`src/rtl/axi_cfg_master_if.sv`:
```
// AXI4-Lite bus bundle between axi_cfg_master and the board config register slave.
// PROT signals are left out; the integrator ties AWPROT/ARPROT to zero at the top level.
interface axi_cfg_master_if #(
  parameter int C_M_AXI_DATA_WIDTH = 32,
  parameter int C_M_AXI_ADDR_WIDTH = 9
);
  logic [C_M_AXI_ADDR_WIDTH-1:0]   AWADDR;
  logic                            AWVALID;
  logic                            AWREADY;
  logic [C_M_AXI_DATA_WIDTH-1:0]   WDATA;
  logic [C_M_AXI_DATA_WIDTH/8-1:0] WSTRB;
  logic                            WVALID;
  logic                            WREADY;
  logic [1:0]                      BRESP;
  logic                            BVALID;
  logic                            BREADY;
  logic [C_M_AXI_ADDR_WIDTH-1:0]   ARADDR;
  logic                            ARVALID;
  logic                            ARREADY;
  logic [C_M_AXI_DATA_WIDTH-1:0]   RDATA;
  logic [1:0]                      RRESP;
  logic                            RVALID;
  logic                            RREADY;

  modport master (
    output AWADDR, AWVALID, input AWREADY,
    output WDATA, WSTRB, WVALID, input WREADY,
    input BRESP, BVALID, output BREADY,
    output ARADDR, ARVALID, input ARREADY,
    input RDATA, RRESP, RVALID, output RREADY
  );

  modport slave (
    input AWADDR, AWVALID, output AWREADY,
    input WDATA, WSTRB, WVALID, output WREADY,
    output BRESP, BVALID, input BREADY,
    input ARADDR, ARVALID, output ARREADY,
    output RDATA, RRESP, RVALID, input RREADY
  );
endinterface

```
`src/rtl/axi_cfg_master.sv`:
```
// AXI4-Lite initiator for the config register slave: one command in flight, registered outputs.
// Optional watchdog (sticky timeout_err) enabled by defining AXI_CFG_MASTER_TIMEOUT_EN.
module axi_cfg_master #(
  parameter int C_M_AXI_DATA_WIDTH = 32,
  parameter int C_M_AXI_ADDR_WIDTH = 9,
  parameter int TIMEOUT_CYCLES     = 1024
) (
  input  logic                            clk,
  input  logic                            rst,
  input  logic                            cmd_valid,
  output logic                            cmd_ready,
  input  logic                            cmd_write,
  input  logic [C_M_AXI_ADDR_WIDTH-1:0]   cmd_addr,
  input  logic [C_M_AXI_DATA_WIDTH-1:0]   cmd_wdata,
  input  logic [C_M_AXI_DATA_WIDTH/8-1:0] cmd_wstrb,
  output logic                            rsp_valid,
  input  logic                            rsp_ready,
  output logic [C_M_AXI_DATA_WIDTH-1:0]   rsp_rdata,
  output logic [1:0]                      rsp_resp,
  axi_cfg_master_if.master                M_AXI
`ifdef AXI_CFG_MASTER_TIMEOUT_EN
  ,
  output logic                            timeout_err
`endif
);

  if (TIMEOUT_CYCLES < 1) begin : g_bad_timeout
    $error("axi_cfg_master: TIMEOUT_CYCLES must be at least 1");
  end

  typedef enum logic [2:0] {
    IDLE,
    WR_REQ,
    WR_RESP,
    RD_REQ,
    RD_DATA,
    RESP
  } state_t;

  state_t                          state;
  logic [C_M_AXI_ADDR_WIDTH-1:0]   addr_q;
  logic [C_M_AXI_DATA_WIDTH-1:0]   wdata_q;
  logic [C_M_AXI_DATA_WIDTH/8-1:0] wstrb_q;
  logic                            awvalid_q;
  logic                            wvalid_q;
  logic                            bready_q;
  logic                            arvalid_q;
  logic                            rready_q;

`ifdef AXI_CFG_MASTER_TIMEOUT_EN
  localparam int TMO_W = $clog2(TIMEOUT_CYCLES + 1);
  localparam logic [TMO_W-1:0] TMO_LAST = TMO_W'(TIMEOUT_CYCLES - 1);
  logic [TMO_W-1:0] tmo_cnt;
`endif

  assign M_AXI.AWADDR  = addr_q;
  assign M_AXI.AWVALID = awvalid_q;
  assign M_AXI.WDATA   = wdata_q;
  assign M_AXI.WSTRB   = wstrb_q;
  assign M_AXI.WVALID  = wvalid_q;
  assign M_AXI.BREADY  = bready_q;
  assign M_AXI.ARADDR  = addr_q;
  assign M_AXI.ARVALID = arvalid_q;
  assign M_AXI.RREADY  = rready_q;

  always_ff @(posedge clk or posedge rst) begin
    if (rst) begin
      state     <= IDLE;
      cmd_ready <= 1'b0;
      rsp_valid <= 1'b0;
      rsp_rdata <= '0;
      rsp_resp  <= '0;
      addr_q    <= '0;
      wdata_q   <= '0;
      wstrb_q   <= '0;
      awvalid_q <= 1'b0;
      wvalid_q  <= 1'b0;
      bready_q  <= 1'b0;
      arvalid_q <= 1'b0;
      rready_q  <= 1'b0;
`ifdef AXI_CFG_MASTER_TIMEOUT_EN
      tmo_cnt     <= '0;
      timeout_err <= 1'b0;
`endif
    end else begin
`ifdef AXI_CFG_MASTER_TIMEOUT_EN
      // Waiting states count; the two wait-to-wait transitions below clear it again.
      if (state == IDLE || state == RESP) tmo_cnt <= '0;
      else if (tmo_cnt == TMO_LAST)       timeout_err <= 1'b1;
      else                                tmo_cnt <= tmo_cnt + TMO_W'(1);
`endif
      case (state)
        IDLE: begin
          if (cmd_valid && cmd_ready) begin
            cmd_ready <= 1'b0;
            addr_q    <= cmd_addr;
            wdata_q   <= cmd_wdata;
            wstrb_q   <= cmd_wstrb;
            if (cmd_write) begin
              awvalid_q <= 1'b1;
              wvalid_q  <= 1'b1;
              state     <= WR_REQ;
            end else begin
              arvalid_q <= 1'b1;
              state     <= RD_REQ;
            end
          end else begin
            cmd_ready <= 1'b1;
          end
        end

        WR_REQ: begin
          // AW and W complete independently; move on once neither is still pending.
          if (M_AXI.AWREADY) awvalid_q <= 1'b0;
          if (M_AXI.WREADY)  wvalid_q  <= 1'b0;
          if ((!awvalid_q || M_AXI.AWREADY) && (!wvalid_q || M_AXI.WREADY)) begin
            bready_q <= 1'b1;
            state    <= WR_RESP;
`ifdef AXI_CFG_MASTER_TIMEOUT_EN
            tmo_cnt  <= '0;
`endif
          end
        end

        WR_RESP: begin
          if (M_AXI.BVALID) begin
            bready_q  <= 1'b0;
            rsp_resp  <= M_AXI.BRESP;
            rsp_rdata <= '0;
            rsp_valid <= 1'b1;
            state     <= RESP;
          end
        end

        RD_REQ: begin
          if (M_AXI.ARREADY) begin
            arvalid_q <= 1'b0;
            rready_q  <= 1'b1;
            state     <= RD_DATA;
`ifdef AXI_CFG_MASTER_TIMEOUT_EN
            tmo_cnt   <= '0;
`endif
          end
        end

        RD_DATA: begin
          if (M_AXI.RVALID) begin
            rready_q  <= 1'b0;
            rsp_rdata <= M_AXI.RDATA;
            rsp_resp  <= M_AXI.RRESP;
            rsp_valid <= 1'b1;
            state     <= RESP;
          end
        end

        RESP: begin
          if (rsp_ready) begin
            rsp_valid <= 1'b0;
            cmd_ready <= 1'b1;
            state     <= IDLE;
          end
        end

        default: state <= IDLE;
      endcase
    end
  end

endmodule

```
`src/flat_wrapper.sv`:
```
// flat-port wrapper written by rule: the top's interface ports become plain ports
module axi_cfg_master_flat 
#(
  parameter int C_M_AXI_DATA_WIDTH = 32,
  parameter int C_M_AXI_ADDR_WIDTH = 9,
  parameter int TIMEOUT_CYCLES     = 1024
)
  (clk, rst, cmd_valid, cmd_ready, cmd_write, cmd_addr, cmd_wdata, cmd_wstrb, rsp_valid, rsp_ready, rsp_rdata, rsp_resp, M_AXI_AWADDR, M_AXI_AWVALID, M_AXI_AWREADY, M_AXI_WDATA, M_AXI_WSTRB, M_AXI_WVALID, M_AXI_WREADY, M_AXI_BRESP, M_AXI_BVALID, M_AXI_BREADY, M_AXI_ARADDR, M_AXI_ARVALID, M_AXI_ARREADY, M_AXI_RDATA, M_AXI_RRESP, M_AXI_RVALID, M_AXI_RREADY);
  axi_cfg_master_if #(.C_M_AXI_DATA_WIDTH(C_M_AXI_DATA_WIDTH), .C_M_AXI_ADDR_WIDTH(C_M_AXI_ADDR_WIDTH)) M_AXI_i ();
  input  logic clk;
  input  logic rst;
  input  logic cmd_valid;
  output logic cmd_ready;
  input  logic cmd_write;
  input  logic [C_M_AXI_ADDR_WIDTH-1:0] cmd_addr;
  input  logic [C_M_AXI_DATA_WIDTH-1:0] cmd_wdata;
  input  logic [C_M_AXI_DATA_WIDTH/8-1:0] cmd_wstrb;
  output logic rsp_valid;
  input  logic rsp_ready;
  output logic [C_M_AXI_DATA_WIDTH-1:0] rsp_rdata;
  output logic [1:0] rsp_resp;
  output wire logic [$bits(M_AXI_i.AWADDR)-1:0] M_AXI_AWADDR;
  output wire logic [$bits(M_AXI_i.AWVALID)-1:0] M_AXI_AWVALID;
  input wire logic [$bits(M_AXI_i.AWREADY)-1:0] M_AXI_AWREADY;
  output wire logic [$bits(M_AXI_i.WDATA)-1:0] M_AXI_WDATA;
  output wire logic [$bits(M_AXI_i.WSTRB)-1:0] M_AXI_WSTRB;
  output wire logic [$bits(M_AXI_i.WVALID)-1:0] M_AXI_WVALID;
  input wire logic [$bits(M_AXI_i.WREADY)-1:0] M_AXI_WREADY;
  input wire logic [$bits(M_AXI_i.BRESP)-1:0] M_AXI_BRESP;
  input wire logic [$bits(M_AXI_i.BVALID)-1:0] M_AXI_BVALID;
  output wire logic [$bits(M_AXI_i.BREADY)-1:0] M_AXI_BREADY;
  output wire logic [$bits(M_AXI_i.ARADDR)-1:0] M_AXI_ARADDR;
  output wire logic [$bits(M_AXI_i.ARVALID)-1:0] M_AXI_ARVALID;
  input wire logic [$bits(M_AXI_i.ARREADY)-1:0] M_AXI_ARREADY;
  input wire logic [$bits(M_AXI_i.RDATA)-1:0] M_AXI_RDATA;
  input wire logic [$bits(M_AXI_i.RRESP)-1:0] M_AXI_RRESP;
  input wire logic [$bits(M_AXI_i.RVALID)-1:0] M_AXI_RVALID;
  output wire logic [$bits(M_AXI_i.RREADY)-1:0] M_AXI_RREADY;
  assign M_AXI_AWADDR = M_AXI_i.AWADDR;
  assign M_AXI_AWVALID = M_AXI_i.AWVALID;
  assign M_AXI_i.AWREADY = M_AXI_AWREADY;
  assign M_AXI_WDATA = M_AXI_i.WDATA;
  assign M_AXI_WSTRB = M_AXI_i.WSTRB;
  assign M_AXI_WVALID = M_AXI_i.WVALID;
  assign M_AXI_i.WREADY = M_AXI_WREADY;
  assign M_AXI_i.BRESP = M_AXI_BRESP;
  assign M_AXI_i.BVALID = M_AXI_BVALID;
  assign M_AXI_BREADY = M_AXI_i.BREADY;
  assign M_AXI_ARADDR = M_AXI_i.ARADDR;
  assign M_AXI_ARVALID = M_AXI_i.ARVALID;
  assign M_AXI_i.ARREADY = M_AXI_ARREADY;
  assign M_AXI_i.RDATA = M_AXI_RDATA;
  assign M_AXI_i.RRESP = M_AXI_RRESP;
  assign M_AXI_i.RVALID = M_AXI_RVALID;
  assign M_AXI_RREADY = M_AXI_i.RREADY;
  axi_cfg_master #(.C_M_AXI_DATA_WIDTH(C_M_AXI_DATA_WIDTH), .C_M_AXI_ADDR_WIDTH(C_M_AXI_ADDR_WIDTH), .TIMEOUT_CYCLES(TIMEOUT_CYCLES)) u_core (.clk(clk), .rst(rst), .cmd_valid(cmd_valid), .cmd_ready(cmd_ready), .cmd_write(cmd_write), .cmd_addr(cmd_addr), .cmd_wdata(cmd_wdata), .cmd_wstrb(cmd_wstrb), .rsp_valid(rsp_valid), .rsp_ready(rsp_ready), .rsp_rdata(rsp_rdata), .rsp_resp(rsp_resp), .M_AXI(M_AXI_i));
endmodule
```
`config.mk`:
```
export PLATFORM = sky130hd
export DESIGN_NAME = axi_cfg_master_flat
export DESIGN_NICKNAME = d
export VERILOG_FILES = /design/src/rtl/axi_cfg_master_if.sv /design/src/rtl/axi_cfg_master.sv /design/src/flat_wrapper.sv
export SDC_FILE = /design/constraint.sdc
export NUM_CORES = 1
export LEC_CHECK = 0
export ABC_CLOCK_PERIOD_IN_PS = 3700
export CORE_MARGIN = 2
export CORE_UTILIZATION = 40
export CTS_CLUSTER_SIZE = 14
export DETAILED_ROUTE_END_ITERATION = 8
export PLACE_DENSITY = 0.81
export SKIP_LAST_GASP = 1
export SLEW_MARGIN = 40
export SYNTH_ARGS = -nofsm -noshare
export SYNTH_HDL_FRONTEND = slang
export SYNTH_SLANG_ARGS = --single-unit
```
`constraint.sdc`:
```
create_clock -name clk -period 3.7 [get_ports clk]
set_input_delay 0.74 -clock clk [delete_from_list [all_inputs] [get_ports clk]]
set_output_delay 0.74 -clock clk [all_outputs]
set_load 0.01 [all_outputs]
```
* Word level (Yosys, flattened, before mapping)
Index checks and enable logic that the tools add are counted.
** Word-level totals
- Bits in registers :: 89
- Output and inout port bits :: 95
- Logic and storage cells :: 89
** Cells by class
- Eq/ne operators :: 15
- Muxes and demuxes :: 37
- Reduce and logical (&&, ||, !) cells :: 24
** Operators by type and width (number)
- 2-to-1 mux 32 bit :: 2
- one-hot mux 32 bit (2 select lines) :: 1
- 2-to-1 mux 3 bit :: 6
- one-hot mux 3 bit (6 select lines) :: 1
- 2-to-1 mux 1 bit :: 16
- != test 2 bit, second input constant :: 8
- AND reduction 4 bit :: 4
- one-hot mux 1 bit (2 select lines) :: 6
- nonzero test 2 bit :: 6
- AND reduction 3 bit :: 3
- equality test 3 x 2 -> 1 bit, second input constant :: 2
- equality test 3 bit, second input constant :: 2
- 2-to-1 mux 2 bit :: 3
- AND reduction 6 bit :: 1
- != test 2 x 1 -> 1 bit, second input constant :: 2
- one-hot mux 2 bit (2 select lines) :: 1
- AND reduction 2 bit :: 2
- equality test 3 x 1 -> 1 bit, second input constant :: 1
- zero test 3 bit :: 1
- one-hot mux 1 bit (3 select lines) :: 1
- nonzero test 3 bit :: 1
- logical AND 1 bit :: 2
- zero test 1 bit :: 2
- logical OR 1 bit :: 2

* Logic depth before layout (Yosys ltp)
- Depth after elaboration :: 5
- Mapped depth :: 5

* Least setup slack after synthesis
Ideal clock, no wire load.
- Path type :: in2reg
- Start :: in cmd_valid
- End :: reg u_core.wdata_q[10], in the netlist u_core.M_AXI.WDATA[10]
- Data arrival time :: 1.721 ns
- Setup slack :: 1.854 ns
- Stages :: 5
- Path through :: nand3b_4 -> or3_4 -> buf_6 -> buf_6 -> mux2_4
** Between the ends
- Word-level cells in the longest chain between the ends :: 2
** RTL lines
- start, declared :: RTL line flat_wrapper.sv:12 : input logic cmd_valid;
- logical AND 1 bit :: RTL line axi_cfg_master.sv:94 : if (cmd_valid && cmd_ready) begin
- AND reduction 2 bit (no line)
- end signal, assigned :: RTL line axi_cfg_master.sv:97 : wdata_q <= cmd_wdata;
- end, declared :: RTL line axi_cfg_master.sv:42 : logic [C_M_AXI_DATA_WIDTH-1:0] wdata_q;
Every way passes these cells.
A chain may end at the register's enable or synchronous reset.

* Worst setup path in the final report
- Start :: in M_AXI_BVALID
- End :: reg u_core.rsp_rdata[8]
** Between the ends
- Word-level cells in the longest chain between the ends :: 2
** RTL lines
- start, declared :: RTL line flat_wrapper.sv:30 : input wire logic [$bits(M_AXI_i.BVALID)-1:0] M_AXI_BVALID;
- != test 2 bit (no line)
- AND reduction 3 bit (no line)
- end signal, assigned :: RTL line axi_cfg_master.sv:149 : rsp_rdata <= M_AXI.RDATA;
- end, declared :: RTL line axi_cfg_master.sv:18 : output logic [C_M_AXI_DATA_WIDTH-1:0] rsp_rdata,
Every way passes these cells.

==> impl_metrics.csv <==
group,metric,value,unit
worst_setup_path,rr_worst_depth,4,
global_route,grt_pass1_wl,14.9,mm
worst_hold_path,holdPathEnd,"u_core.M_AXI.ARVALID$_DFFE_PP0P_",
yosys,async_flop_share,100,%
die,pin_count,186,
clock_tree,cts-root-buf,"clkbuf_8",
detailed_routing,postRouteAntennaNets,0,
die,core,8760,um^2
yosys,yosys.area.top_type_share,61.1,%
yosys,synth_common_cells,"dfrtp_1, a22o_1, mux2_4",
run_status,run_status,"completed",
worst_hold_path,hp-start,"u_core.M_AXI.ARVALID$_DFFE_PP0P_",
yosys,ys_seq_elements,89,
finish,final_cells,529,
yosys,ys_seq_area_share,61.1,%
die,die_y,99.5,um
finish,fin_nets,507,
sta,fin_worst_skew,0.0136,ns
worst_hold_path,hold_depth,2,
worst_setup_path,critPathTopFamily,"compound AO/OA/AOI/OAI gates",
detailed_routing,initialDrtViolationCount,67,
worst_setup_path,crit_path_top_delay_cell,"o21ai_2",
yosys,synth_top_area_cell,"dfrtp_1",
pwr,power.share.switching,30.9,%
sta,timing.setup.tns,0,ns
die,dieArea,9890,um^2
pwr,p_leak,2.54,nW
clock_tree,cts_buffer_depth,2,
finish,fillers,650,
detailed_routing,routed_via_density,5.14,
detailed_routing,avgRoutedWirePerCell,17.6,um
detailed_routing,first_pass_iters,4,
finish,area_growth,58.1,%
pwr,internal-power,3.42,mW
clock_tree,htreeDepth,3,
finish,fin_area,5760,um^2
worst_setup_path,worstReg2RegEnd,"u_core.rsp_rdata[8]$_DFFE_PP0P_",
worst_setup_path,cp_data_arrival_time,2.58,ns
sta,slew_headroom,45.2,%
pwr,p_seq_share,36.0,%
worst_setup_path,r2r-start,"u_core.state[1]$_DFFE_PP0P_",
worst_setup_path,crit_path_cell_trace,"clkdlybuf4s50_1 > and3b_1 > o21ai_2 > buf_4 > a22o_1",
worst_setup_path,cp-start-kind,"primary input",
yosys,postSynthAreaPerCell,15.1,um^2
yosys,synth_fp_nets,332,
pwr,power_density,859,nW/um^2
yosys,synthesis.area,3650,um^2
die,rows,34,
detailed_routing,num_vias,2718,
placement,portBuffers,185,
yosys,synth-main-ff-cell,"dfrtp_1",
sta,maxSlewViolCount,0,
clock_tree,postCtsSetupBuffers,0,
placement,dp_cells,513,
detailed_routing,routed_wirelength,9.29,mm
yosys,yosysMostFrequentCell,"dfrtp_1",
sta,fmax,433,MHz
die,initial_core_util,41.6,%
yosys,synth_edf_count,0,
worst_setup_path,end_kind,"flop",
sta,worstMarginPinSlew,0.823,ns
clock_tree,tritoncts,"done",
yosys,synth.distinct_cells,35,
clock_tree,insertion_delay,0.35,ns
sta,layout_worst_path_cycle_share,62.4,%
worst_setup_path,slowest_delay,0.62,ns
worst_setup_path,worstSetupPathType,"primary input to flop",
finish,fin_util,65.8,%
clock_tree,cts_sinks,89,
global_route,overflow,0,
finish,drive_gt1_share,17.3,%
worst_setup_path,cp_max_fo,19,
pwr,total_power,4.95,mW
yosys,synth_top_cells_by_area,"dfrtp_1, mux2_4, a22o_1, mux2_2, buf_4",
global_route,grt_pass1_vias,2819,
global_route,antenna_found_initial,0,
yosys,synth.area.mux_share,18.0,%
sta,setup_ws,1.39,ns
sta,setup_viol,0,
placement,post-place-ws,1.07,ns
clock_tree,cts.repair.resized,0,
worst_setup_path,path_depth,5,
placement,place_area,5510,um^2
pwr,clkPwrFrac,16.4,%
clock_tree,cts_buffers,9,
worst_setup_path,cp.required,3.98,ns
pwr,combPwrFrac,47.6,%
worst_setup_path,crit_buf_inv,2,
placement,gp_congestion,0.796,
yosys,synth_compound_area_share,11.4,%
sta,fin_crit,2.31,ns
job,cap_violations,0,
yosys,netlist_instances,241,
yosys,ys_warn_count,0,
worst_setup_path,reg2reg_slack,1.53,ns
yosys,synth_xor_area_share,0,%
yosys,synth_top_family_by_area,"multiplexers",
sta,finalHoldViolations,0,
die,die_x,99.5,um
global_route,track_usage,19.1,%
detailed_routing,drc,0,
yosys,yosys.area_share.simple,4.60,%
sta,holdWs,0.490,ns
placement,hpwl,6.79,mm
pwr,ir_drop,0.000434,V
yosys,synthAdderAreaFrac,0,%
clock_tree,clkSlewWorstSetupHoldPaths,0.08,ns
global_route,grt_start_max_net_pins,50,
finish,antenna_cells,0,
clock_tree,ctsHoldBuffers,0,
sta,grt_setup_unrepaired,"no",
worst_hold_path,holdCritPathClass,"flop to flop",
pwr,p_switching,1.53,mW
placed cells by master, fill, tap and decap left out, drive strengths merged, types with 2 or more instances in the layout:
| cell type | synthesis | layout |
|---|---|---|
| a22o | 32 | 32 |
| mux2 | 49 | 49 |
| clkdlybuf4s50 | 0 | 185 |
| nor2b | 2 | 2 |
| inv | 5 | 7 |
| buf | 19 | 3 |
| bufinv | 0 | 3 |
| o21ai | 2 | 2 |
| a2bb2oi | 2 | 2 |
| nand2 | 3 | 3 |
| and3b | 2 | 2 |
| dfrtp | 89 | 89 |
| nor2 | 4 | 4 |
| clkbuf | 5 | 9 |
| nand2b | 6 | 6 |
| a21oi | 3 | 3 |
| a311oi | 2 | 2 |
| nand3b | 2 | 2 |
cells by family (layout without fill, tap and decap cells):
group                  count (synthesis)  count (layout)
DFF                                   89              89
buffers and inverters                 29             209
AOI/OAI and AO/OA                     50              50
muxes                                 49              49
and+or+nand+nor                       24              24
routing by layer:
layer	share of wire, %	track usage [%]
met2	51	31.5
met4	1.5	4.85
met1	41	25.5
met5	0	0
met3	6.3	4.85
layout make-up:
cell class              count  area [um^2]  area share, %
clock buffers               9          124           2.15
inverters                   5         21.3          0.369
clock inverters             7          124           2.15
flip-flops and latches     89         2230           38.6
multi-input cells         123         1240           21.6
well taps                 108          135           2.34
repair buffers            188         1890           32.7
flip-flops by register name, summed over array words and instances (netlist names), 2 cells and up:
signal,cells
u_core.state,3
u_core.rsp_rdata,32
u_core.M_AXI.WDATA,32
u_core.M_AXI.WSTRB,4
u_core.M_AXI.ARADDR,9
u_core.rsp_resp,2
power groups by stage:
stage | clock [mW] | combinational, mW | sequential [mW]
3_3_place_gp | 0 | 2.33 | 1.77
5_1_grt | 0.879 | 2.50 | 1.85
2_1_floorplan | 0 | 1.03 | 1.92
3_5_place_dp | 0 | 2.38 | 1.79
6_report | 0.812 | 2.36 | 1.78
4_1_cts | 0.831 | 2.38 | 1.78
tightest hold or removal path, cell delays in order, from the launching register on:
cell and delay (ns):
dfrtp_1 0.35, nand2_1 0.05, o21ai_0 0.06
worst max-delay path by stage:
| stage | to | slack, ns | from |
|---|---|---|---|
| detailed placement | u_core.rsp_rdata[8]$_DFFE_PP0P_ | 1.07 | M_AXI_BVALID |
| global placement | u_core.rsp_rdata[9]$_DFFE_PP0P_ | 1.14 | M_AXI_BVALID |
| floorplan | u_core.M_AXI.ARADDR[0]$_DFFE_PP0P_ | 0.65 | rst |
| global route | u_core.rsp_rdata[8]$_DFFE_PP0P_ | 1.32 | M_AXI_BVALID |
| CTS | u_core.rsp_rdata[8]$_DFFE_PP0P_ | 1.44 | M_AXI_BVALID |
| finish | u_core.rsp_rdata[8]$_DFFE_PP0P_ | 1.39 | M_AXI_BVALID |
No activity file was read; power rests on OpenSTA's default activity.
